==> config.mk <==
export PLATFORM = sky130hd
export DESIGN_NAME = y86_execute_stage_flat
export DESIGN_NICKNAME = d
export VERILOG_FILES = /design/src/rtl/y86_pkg.sv /design/src/rtl/y86_execute_stage_if.sv /design/src/rtl/y86_alu.sv /design/src/rtl/y86_execute_stage.sv /design/src/flat_wrapper.sv
export SDC_FILE = /design/constraint.sdc
export NUM_CORES = 1
export LEC_CHECK = 0
export CORE_MARGIN = 2
export CORE_UTILIZATION = 48
export CTS_BUF_LIST = sky130_fd_sc_hd__clkbuf_2 sky130_fd_sc_hd__clkbuf_4 sky130_fd_sc_hd__clkbuf_8
export DETAILED_ROUTE_END_ITERATION = 16
export PLACE_DENSITY = 0.85
export SYNTH_ARGS = -nofsm -noshare
export SYNTH_HDL_FRONTEND = slang
export SYNTH_HIERARCHICAL = 1
export SYNTH_SLANG_ARGS = --single-unit
==> constraint.sdc <==
create_clock -name clk -period 42.3 [get_ports clk]
set_clock_uncertainty 0.1 [all_clocks]
set_input_delay 8.46 -clock clk [delete_from_list [all_inputs] [get_ports clk]]
set_output_delay 8.46 -clock clk [all_outputs]
set_load 0.005 [all_outputs]
==> src/rtl/y86_pkg.sv <==
// Shared Y86-64 definitions: instruction codes, ALU functions, branch/move
// condition codes, the condition-code register type and its evaluator.
package y86_pkg;

  typedef logic [63:0] word_t;

  // Instruction codes
  localparam logic [3:0] I_HALT   = 4'h0;
  localparam logic [3:0] I_NOP    = 4'h1;
  localparam logic [3:0] I_RRMOVQ = 4'h2;  // also cmovXX
  localparam logic [3:0] I_IRMOVQ = 4'h3;
  localparam logic [3:0] I_RMMOVQ = 4'h4;
  localparam logic [3:0] I_MRMOVQ = 4'h5;
  localparam logic [3:0] I_OPQ    = 4'h6;
  localparam logic [3:0] I_JXX    = 4'h7;
  localparam logic [3:0] I_CALL   = 4'h8;
  localparam logic [3:0] I_RET    = 4'h9;
  localparam logic [3:0] I_PUSHQ  = 4'hA;
  localparam logic [3:0] I_POPQ   = 4'hB;

  // ALU functions, encoded exactly as OPq ifun[1:0]
  typedef enum logic [1:0] {
    ALU_ADD = 2'd0,
    ALU_SUB = 2'd1,
    ALU_AND = 2'd2,
    ALU_XOR = 2'd3
  } alu_fn_e;

  // Condition codes carried in ifun of jXX / cmovXX
  localparam logic [3:0] C_YES = 4'd0;
  localparam logic [3:0] C_LE  = 4'd1;
  localparam logic [3:0] C_L   = 4'd2;
  localparam logic [3:0] C_E   = 4'd3;
  localparam logic [3:0] C_NE  = 4'd4;
  localparam logic [3:0] C_GE  = 4'd5;
  localparam logic [3:0] C_G   = 4'd6;

  typedef struct packed {
    logic zf;
    logic sf;
    logic of;
  } cc_t;

  // Undefined condition codes evaluate false; they are flagged as exceptions
  // by the execute stage anyway.
  function automatic logic cond_eval(input cc_t cc, input logic [3:0] fn);
    logic lt;
    lt = cc.sf ^ cc.of;
    case (fn)
      C_YES:   cond_eval = 1'b1;
      C_LE:    cond_eval = lt | cc.zf;
      C_L:     cond_eval = lt;
      C_E:     cond_eval = cc.zf;
      C_NE:    cond_eval = ~cc.zf;
      C_GE:    cond_eval = ~lt;
      C_G:     cond_eval = ~lt & ~cc.zf;
      default: cond_eval = 1'b0;
    endcase
  endfunction

endpackage

==> src/rtl/y86_execute_stage_if.sv <==
// Execute-stage bus: Decode-side input handshake with the decoded instruction,
// Memory-side output handshake with the registered results, and the current
// condition codes.
//   slave  : used by the execute stage
//   master : used by whatever drives Decode/Memory (or a testbench)
interface y86_execute_stage_if;
  import y86_pkg::*;

  logic        in_valid;
  logic        in_ready;
  logic [3:0]  icode;
  logic [3:0]  ifun;
  word_t       valA;
  word_t       valB;
  word_t       valC;
  logic        out_valid;
  logic        out_ready;
  logic [3:0]  e_icode;
  word_t       e_valE;
  word_t       e_valA;
  logic        e_cnd;
  logic        e_exc;
  cc_t         cc;

  modport slave (
    input  in_valid, icode, ifun, valA, valB, valC, out_ready,
    output in_ready, out_valid, e_icode, e_valE, e_valA, e_cnd, e_exc, cc
  );

  modport master (
    output in_valid, icode, ifun, valA, valB, valC, out_ready,
    input  in_ready, out_valid, e_icode, e_valE, e_valA, e_cnd, e_exc, cc
  );
endinterface

==> src/rtl/y86_alu.sv <==
// Combinational Y86-64 ALU: result = b op a for add/sub/and/xor, plus the
// zero/sign/overflow flags of that result.
//   a, b   : operands (aluA, aluB)
//   fn     : ALU function
//   result : b op a, modulo 2^W
//   zf, sf, of : flags of result
module y86_alu
  import y86_pkg::*;
#(
  parameter int W = 64
) (
  input  logic [W-1:0] a,
  input  logic [W-1:0] b,
  input  alu_fn_e      fn,
  output logic [W-1:0] result,
  output logic         zf,
  output logic         sf,
  output logic         of
);

  logic [W-1:0] addend;
  logic [W-1:0] sum;
  logic         carry;

  // Ripple adder; subtraction is b + ~a + 1.
  // NOTE: every always_comb output gets a default before any branch or loop,
  // so no path leaves a value held and no latch is inferred.
  always_comb begin
    addend = (fn == ALU_SUB) ? ~a : a;
    carry  = (fn == ALU_SUB);
    sum    = '0;
    for (int i = 0; i < W; i++) begin
      sum[i] = b[i] ^ addend[i] ^ carry;
      carry  = (b[i] & addend[i]) | (carry & (b[i] ^ addend[i]));
    end
  end

  always_comb begin
    result = sum;
    of     = 1'b0;
    case (fn)
      ALU_ADD: of = (a[W-1] == b[W-1]) && (sum[W-1] != b[W-1]);
      ALU_SUB: of = (a[W-1] != b[W-1]) && (sum[W-1] != b[W-1]);
      ALU_AND: result = b & a;
      ALU_XOR: result = b ^ a;
      default: result = sum;
    endcase
  end

  assign zf = (result == '0);
  assign sf = result[W-1];

endmodule

==> src/rtl/y86_execute_stage.sv <==
// Y86-64 Execute stage with a single output register. Selects ALU operands
// from the decoded instruction, computes valE and Cnd, maintains the
// {ZF,SF,OF} condition codes and flags invalid instructions.
//   clk : rising-edge clock
//   rst : synchronous active-high reset
//   bus : y86_execute_stage_if.slave (input handshake + instruction,
//         output handshake + registered results, current cc)
module y86_execute_stage
  import y86_pkg::*;
#(
  parameter int W = 64
) (
  input  logic                     clk,
  input  logic                     rst,
  y86_execute_stage_if.slave       bus
);

  logic         out_valid_q;
  logic [3:0]   e_icode_q;
  word_t        e_valE_q;
  word_t        e_valA_q;
  logic         e_cnd_q;
  logic         e_exc_q;
  cc_t          cc_q;

  word_t        alu_a;
  word_t        alu_b;
  alu_fn_e      alu_fn;
  word_t        alu_result;
  logic         alu_zf;
  logic         alu_sf;
  logic         alu_of;
  logic         exc;
  logic         accept;
  logic         is_cond;

  // Reset forces readiness so the stage is never seen as stalled while
  // inputs are being ignored.
  assign bus.in_ready = rst | ~out_valid_q | bus.out_ready;
  assign accept       = bus.in_valid & bus.in_ready & ~rst;
  assign is_cond      = (bus.icode == I_RRMOVQ) || (bus.icode == I_JXX);

  // Operand selection: valE = alu_b (fn) alu_a.
  always_comb begin
    alu_a  = '0;
    alu_b  = '0;
    alu_fn = ALU_ADD;
    exc    = 1'b0;
    case (bus.icode)
      I_HALT, I_NOP, I_JXX: begin
      end
      I_RRMOVQ: alu_a = bus.valA;
      I_IRMOVQ: alu_a = bus.valC;
      I_RMMOVQ, I_MRMOVQ: begin
        alu_a = bus.valC;
        alu_b = bus.valB;
      end
      I_OPQ: begin
        alu_a  = bus.valA;
        alu_b  = bus.valB;
        alu_fn = alu_fn_e'(bus.ifun[1:0]);
        exc    = (bus.ifun > 4'd3);
      end
      I_CALL, I_PUSHQ: begin
        alu_a = -64'sd8;
        alu_b = bus.valB;
      end
      I_RET, I_POPQ: begin
        alu_a = 64'd8;
        alu_b = bus.valB;
      end
      default: exc = 1'b1;
    endcase
    if (is_cond && bus.ifun > 4'd6) exc = 1'b1;
  end

  y86_alu #(.W(W)) u_alu (
    .a      (alu_a),
    .b      (alu_b),
    .fn     (alu_fn),
    .result (alu_result),
    .zf     (alu_zf),
    .sf     (alu_sf),
    .of     (alu_of)
  );

  // Cnd samples cc_q, i.e. the flags from before any update on this edge.
  // NOTE: sequential state uses non-blocking assignments so every register
  // samples the pre-edge values regardless of statement order.
  always_ff @(posedge clk) begin
    if (rst) begin
      out_valid_q <= 1'b0;
      e_icode_q   <= I_NOP;
      e_valE_q    <= '0;
      e_valA_q    <= '0;
      e_cnd_q     <= 1'b0;
      e_exc_q     <= 1'b0;
      cc_q        <= '{zf: 1'b1, sf: 1'b0, of: 1'b0};
    end else if (accept) begin
      out_valid_q <= 1'b1;
      e_icode_q   <= bus.icode;
      e_valE_q    <= exc ? '0 : alu_result;
      e_valA_q    <= bus.valA;
      e_cnd_q     <= ~exc & is_cond & cond_eval(cc_q, bus.ifun);
      e_exc_q     <= exc;
      if (bus.icode == I_OPQ && !exc)
        cc_q <= '{zf: alu_zf, sf: alu_sf, of: alu_of};
    end else if (bus.out_ready) begin
      out_valid_q <= 1'b0;
    end
  end

  assign bus.out_valid = out_valid_q;
  assign bus.e_icode   = e_icode_q;
  assign bus.e_valE    = e_valE_q;
  assign bus.e_valA    = e_valA_q;
  assign bus.e_cnd     = e_cnd_q;
  assign bus.e_exc     = e_exc_q;
  assign bus.cc        = cc_q;

endmodule

==> src/flat_wrapper.sv <==
// flat-port wrapper written by rule: the top's interface ports become plain ports
module y86_execute_stage_flat import y86_pkg::*;
#(
  parameter int W = 64
)
  (clk, rst, bus_in_valid, bus_icode, bus_ifun, bus_valA, bus_valB, bus_valC, bus_out_ready, bus_in_ready, bus_out_valid, bus_e_icode, bus_e_valE, bus_e_valA, bus_e_cnd, bus_e_exc, bus_cc);
  y86_execute_stage_if bus_i ();
  input  logic clk;
  input  logic rst;
  input wire logic [$bits(bus_i.in_valid)-1:0] bus_in_valid;
  input wire logic [$bits(bus_i.icode)-1:0] bus_icode;
  input wire logic [$bits(bus_i.ifun)-1:0] bus_ifun;
  input wire logic [$bits(bus_i.valA)-1:0] bus_valA;
  input wire logic [$bits(bus_i.valB)-1:0] bus_valB;
  input wire logic [$bits(bus_i.valC)-1:0] bus_valC;
  input wire logic [$bits(bus_i.out_ready)-1:0] bus_out_ready;
  output wire logic [$bits(bus_i.in_ready)-1:0] bus_in_ready;
  output wire logic [$bits(bus_i.out_valid)-1:0] bus_out_valid;
  output wire logic [$bits(bus_i.e_icode)-1:0] bus_e_icode;
  output wire logic [$bits(bus_i.e_valE)-1:0] bus_e_valE;
  output wire logic [$bits(bus_i.e_valA)-1:0] bus_e_valA;
  output wire logic [$bits(bus_i.e_cnd)-1:0] bus_e_cnd;
  output wire logic [$bits(bus_i.e_exc)-1:0] bus_e_exc;
  output wire logic [$bits(bus_i.cc)-1:0] bus_cc;
  assign bus_i.in_valid = bus_in_valid;
  assign bus_i.icode = bus_icode;
  assign bus_i.ifun = bus_ifun;
  assign bus_i.valA = bus_valA;
  assign bus_i.valB = bus_valB;
  assign bus_i.valC = bus_valC;
  assign bus_i.out_ready = bus_out_ready;
  assign bus_in_ready = bus_i.in_ready;
  assign bus_out_valid = bus_i.out_valid;
  assign bus_e_icode = bus_i.e_icode;
  assign bus_e_valE = bus_i.e_valE;
  assign bus_e_valA = bus_i.e_valA;
  assign bus_e_cnd = bus_i.e_cnd;
  assign bus_e_exc = bus_i.e_exc;
  assign bus_cc = bus_i.cc;
  y86_execute_stage #(.W(W)) u_core (.clk(clk), .rst(rst), .bus(bus_i));
endmodule
==> run_results.csv, run 1 <==
group,metric,value,unit
outcome,status,"finished clean",
critical_path,end_kind,"register",
critical_path,critPathMostFrequentCell,"fa_1",
drt,post-route-drc-count,0,
sta,finalSetupViolations,0,
synth,synth_fp_nets,1420,
cts,postCtsHoldBufs,0,
critical_path,criticalPathCategory,"primary input to register",
min_path,hp-class,"register to register",
synth,synth-edff-count,0,
finish,nFillCells,1679,
drt,wl,32500,microns
synth,synth_ff_type,"dfxtp_1",
floorplan,ios,343,
drt,top_layer,"met5",
cts,clkTransAtPathRegs,0.08,ns
global_route,antenna_found_initial,1,
floorplan,die_h,151,microns
power,p_total,399,uW
cts,cts_sinks,138,
finish,num-nets-final,1707,
placement,routabilityCongestion,0.839,
cts,clkLatencyLatePin,0.45,ns
global_route,grt_overflow,0,
sta,tns,0,ns
drt,drt-initial-drc-count,591,
sta,slew_headroom,0.382,
cts,root_buffer,"clkbuf_8",
critical_path,cp-start-kind,"primary input",
sta,fin_crit,38.05,ns
drt,dr.pass1.iters,5,
critical_path,critPathMaxFanout,38,
floorplan,die_w,151,microns
cts,cts_tree,"built",
cts,cts_setup_buffers,0,
placement,dp_hpwl,23900,microns
finish,antennaDiodeCount,0,
drt,wl_met1,13100,microns
synth,syn-cell-area,10300,sq um
critical_path,cp.required,42.53,ns
finish,final_cell_mix,"341 x clkdlybuf4s50_1, 143 x nand2_1, 138 x dfxtp_1",
critical_path,crit_arrival,38.29,ns
run,drv_cap,0,
synth,synth_cells,1090,
synth,ys.warnings.count,6,
drt,detail-route-antenna-nets,0,
cts,cts.path.max_buffers,2,
finish,layout_commonest_cell,"clkdlybuf4s50_1",
synth,synth.top_cell.area_share,0.268,
drt,via_per_inst,5.55,
cts,numCtsBuffers,17,
sta,rsz0062_at_grt,"no",
drt,post_drt_wl_per_cell,19.6,microns
drt,wl_met3,2660,microns
drt,num_vias,9224,
floorplan,core_area,21100,sq um
synth,synthTopCellsByArea,"dfxtp_1 27%, fa_1 12%, mux2i_1 12%",
synth,yosys.area.top_type,"dfxtp_1",
sta,period_share,0.900,
finish,fin_util,0.675,
global_route,grt.total_usage,0.281,
drt,dr_wl_met2,15900,microns
synth,synth.distinct_cells,44,
global_route,grt_pass1_wl,49400,microns
sta,fmax,26.3,MHz
cts,cts_resized,0,
global_route,grt_pass1_vias,9413,
sta,setup_ws,4.25,ns
global_route,grt_max_degree,76,
placement,dpl_worst_slack,4.11,ns
power,powerDensity,28.0,nW/um^2
cts,htreeDepth,4,
finish,syn2layout_area_growth,37.9,%
critical_path,cp_slowest_cell,"and3_4",
sta,maxSlewViolCount,0,
finish,drive_gt1_frac,0.0454,
critical_path,slowest_delay,0.69,ns
sta,worst_pin_slew,0.928,ns
floorplan,std_cell_rows,53,
synth,ys_async_sr_fraction,0,
placement,io_buffers,342,
synth,yosysSeqAreaShare,0.268,
synth,synth-seq-cells,138,
sta,hold_viol_final,0,
synth,syn_area_per_cell,9.47,sq um
power,peakVddDrop,0.0170,mV
floorplan,dieArea,22700,sq um
power,p_leak,0.00515,uW
floorplan,initial_core_util,0.490,
==> worst max-delay path, delay by kind of cell <==
family,cells,cell delay [ns]
adders and majority gates,62,24.40
buffers and inverters,9,2.37
and+or+nand+nor,6,1.97
xor gates and xnor gates,3,0.59
AOI/OAI and AO/OA,3,0.44
==> metal layers <==
| layer | GRT usage | vias to the layer above |
|---|---|---|
| met5 | 0 | - |
| met2 | 0.483 | 369 |
| met4 | 0.0935 | 2 |
| met3 | 0.0794 | 62 |
| met1 | 0.338 | 4411 |
| li1 | - | 4380 |
==> metrics by stage <==
stage / instance area [sq um] / std cells / hold WS [ns]
after global placement: 13800 / 1633 / 0.341
after floorplan: 10300 / 1090 / 0.353
after detailed placement: 13800 / 1633 / 0.346
after CTS: 14200 / 1663 / 0.357
after global routing: 14200 / 1663 / 0.374
final: 14200 / 1663 / 0.357
==> logic make-up (layout without fill, tap and decap cells) <==
family	after synthesis	in the layout	synth area share
AND/OR/NAND/NOR	260	260	0.122
AO/OA/AOI/OAI	218	218	0.162
buffers and inverters	153	451	0.0690
flip-flops	138	138	0.268
multiplexers	129	129	0.126
adder cells (fa/ha/maj)	126	126	0.198
XOR/XNOR	66	66	0.0560
==> state kept, by name (all words and copies together) (netlist names) <==
name,count
u_core/bus.e_valA,64
u_core/bus.e_valE,64
u_core/bus.e_icode,4
u_core/bus.cc,3
u_core/bus.e_cnd,1
u_core/bus.e_exc,1
u_core/bus.out_valid,1
==> final cells by class <==
| type | instances | area [sq um] | area share |
|---|---|---|---|
| Inverter | 65 | 244 | 0.0171 |
| Tap cell | 275 | 344 | 0.0242 |
| Timing Repair Buffer | 356 | 3520 | 0.248 |
| Multi-Input combinational cell | 799 | 6920 | 0.486 |
| Clock inverter | 12 | 200 | 0.0141 |
| Clock buffer | 18 | 241 | 0.0170 |
| Sequential cell | 138 | 2760 | 0.194 |
==> cell usage after synthesis (2+ instances only) <==
cell type  count
nor3_1         2
buf_1          3
nor4_1        14
mux2i_1      124
mux2_2         5
buf_6         12
nand2b_1       7
buf_2         17
and3_1         2
nor2b_1        3
ha_1          64
buf_4          6
a31oi_1        3
xnor2_1       59
nand2_1      143
o21ai_0        2
inv_1         65
or4_1          2
a21oi_1       78
clkbuf_1      49
nor3b_1        2
nand3_1        4
and2_1        64
a221o_1       60
xor2_1         7
fa_1          62
nor2_1         8
dfxtp_1      138
nand4_1        4
a22o_1        67
==> final timing paths <==
| path | slack (ns) | cells after the start | from | endpoint |
|---|---|---|---|---|
| setup / recovery | 4.25 | 83 | bus_icode[3] | u_core/bus.cc[2]$_SDFFE_PP1P_ |
| hold / removal | 0.36 | 2 | u_core/bus.e_valA[41]$_SDFFE_PP0P_ | u_core/bus.e_valA[41]$_SDFFE_PP0P_ |
| setup reg to reg | 40.06 | 5 | u_core/bus.out_valid$_SDFFE_PP0P_ | u_core/bus.e_valA[24]$_SDFFE_PP0P_ |
| hold reg to reg | 0.36 | 2 | u_core/bus.e_valA[41]$_SDFFE_PP0P_ | u_core/bus.e_valA[41]$_SDFFE_PP0P_ |
==> power by group <==
part	internal [uW]	total [uW]	leakage [uW]	switching [uW]
sequential	139	144	0.00113	5.03
combinational	66.8	131	0.00380	64.1
clock	70.1	124	0.000214	54.2
Power figures use the tool's default switching activity.
==> run 2: changes to the inputs <==
Settings changed: CTS_CLUSTER_SIZE set to 14.
==> results of run 2 <==
Final layout, timing and power as in run 1 (identical DEF).
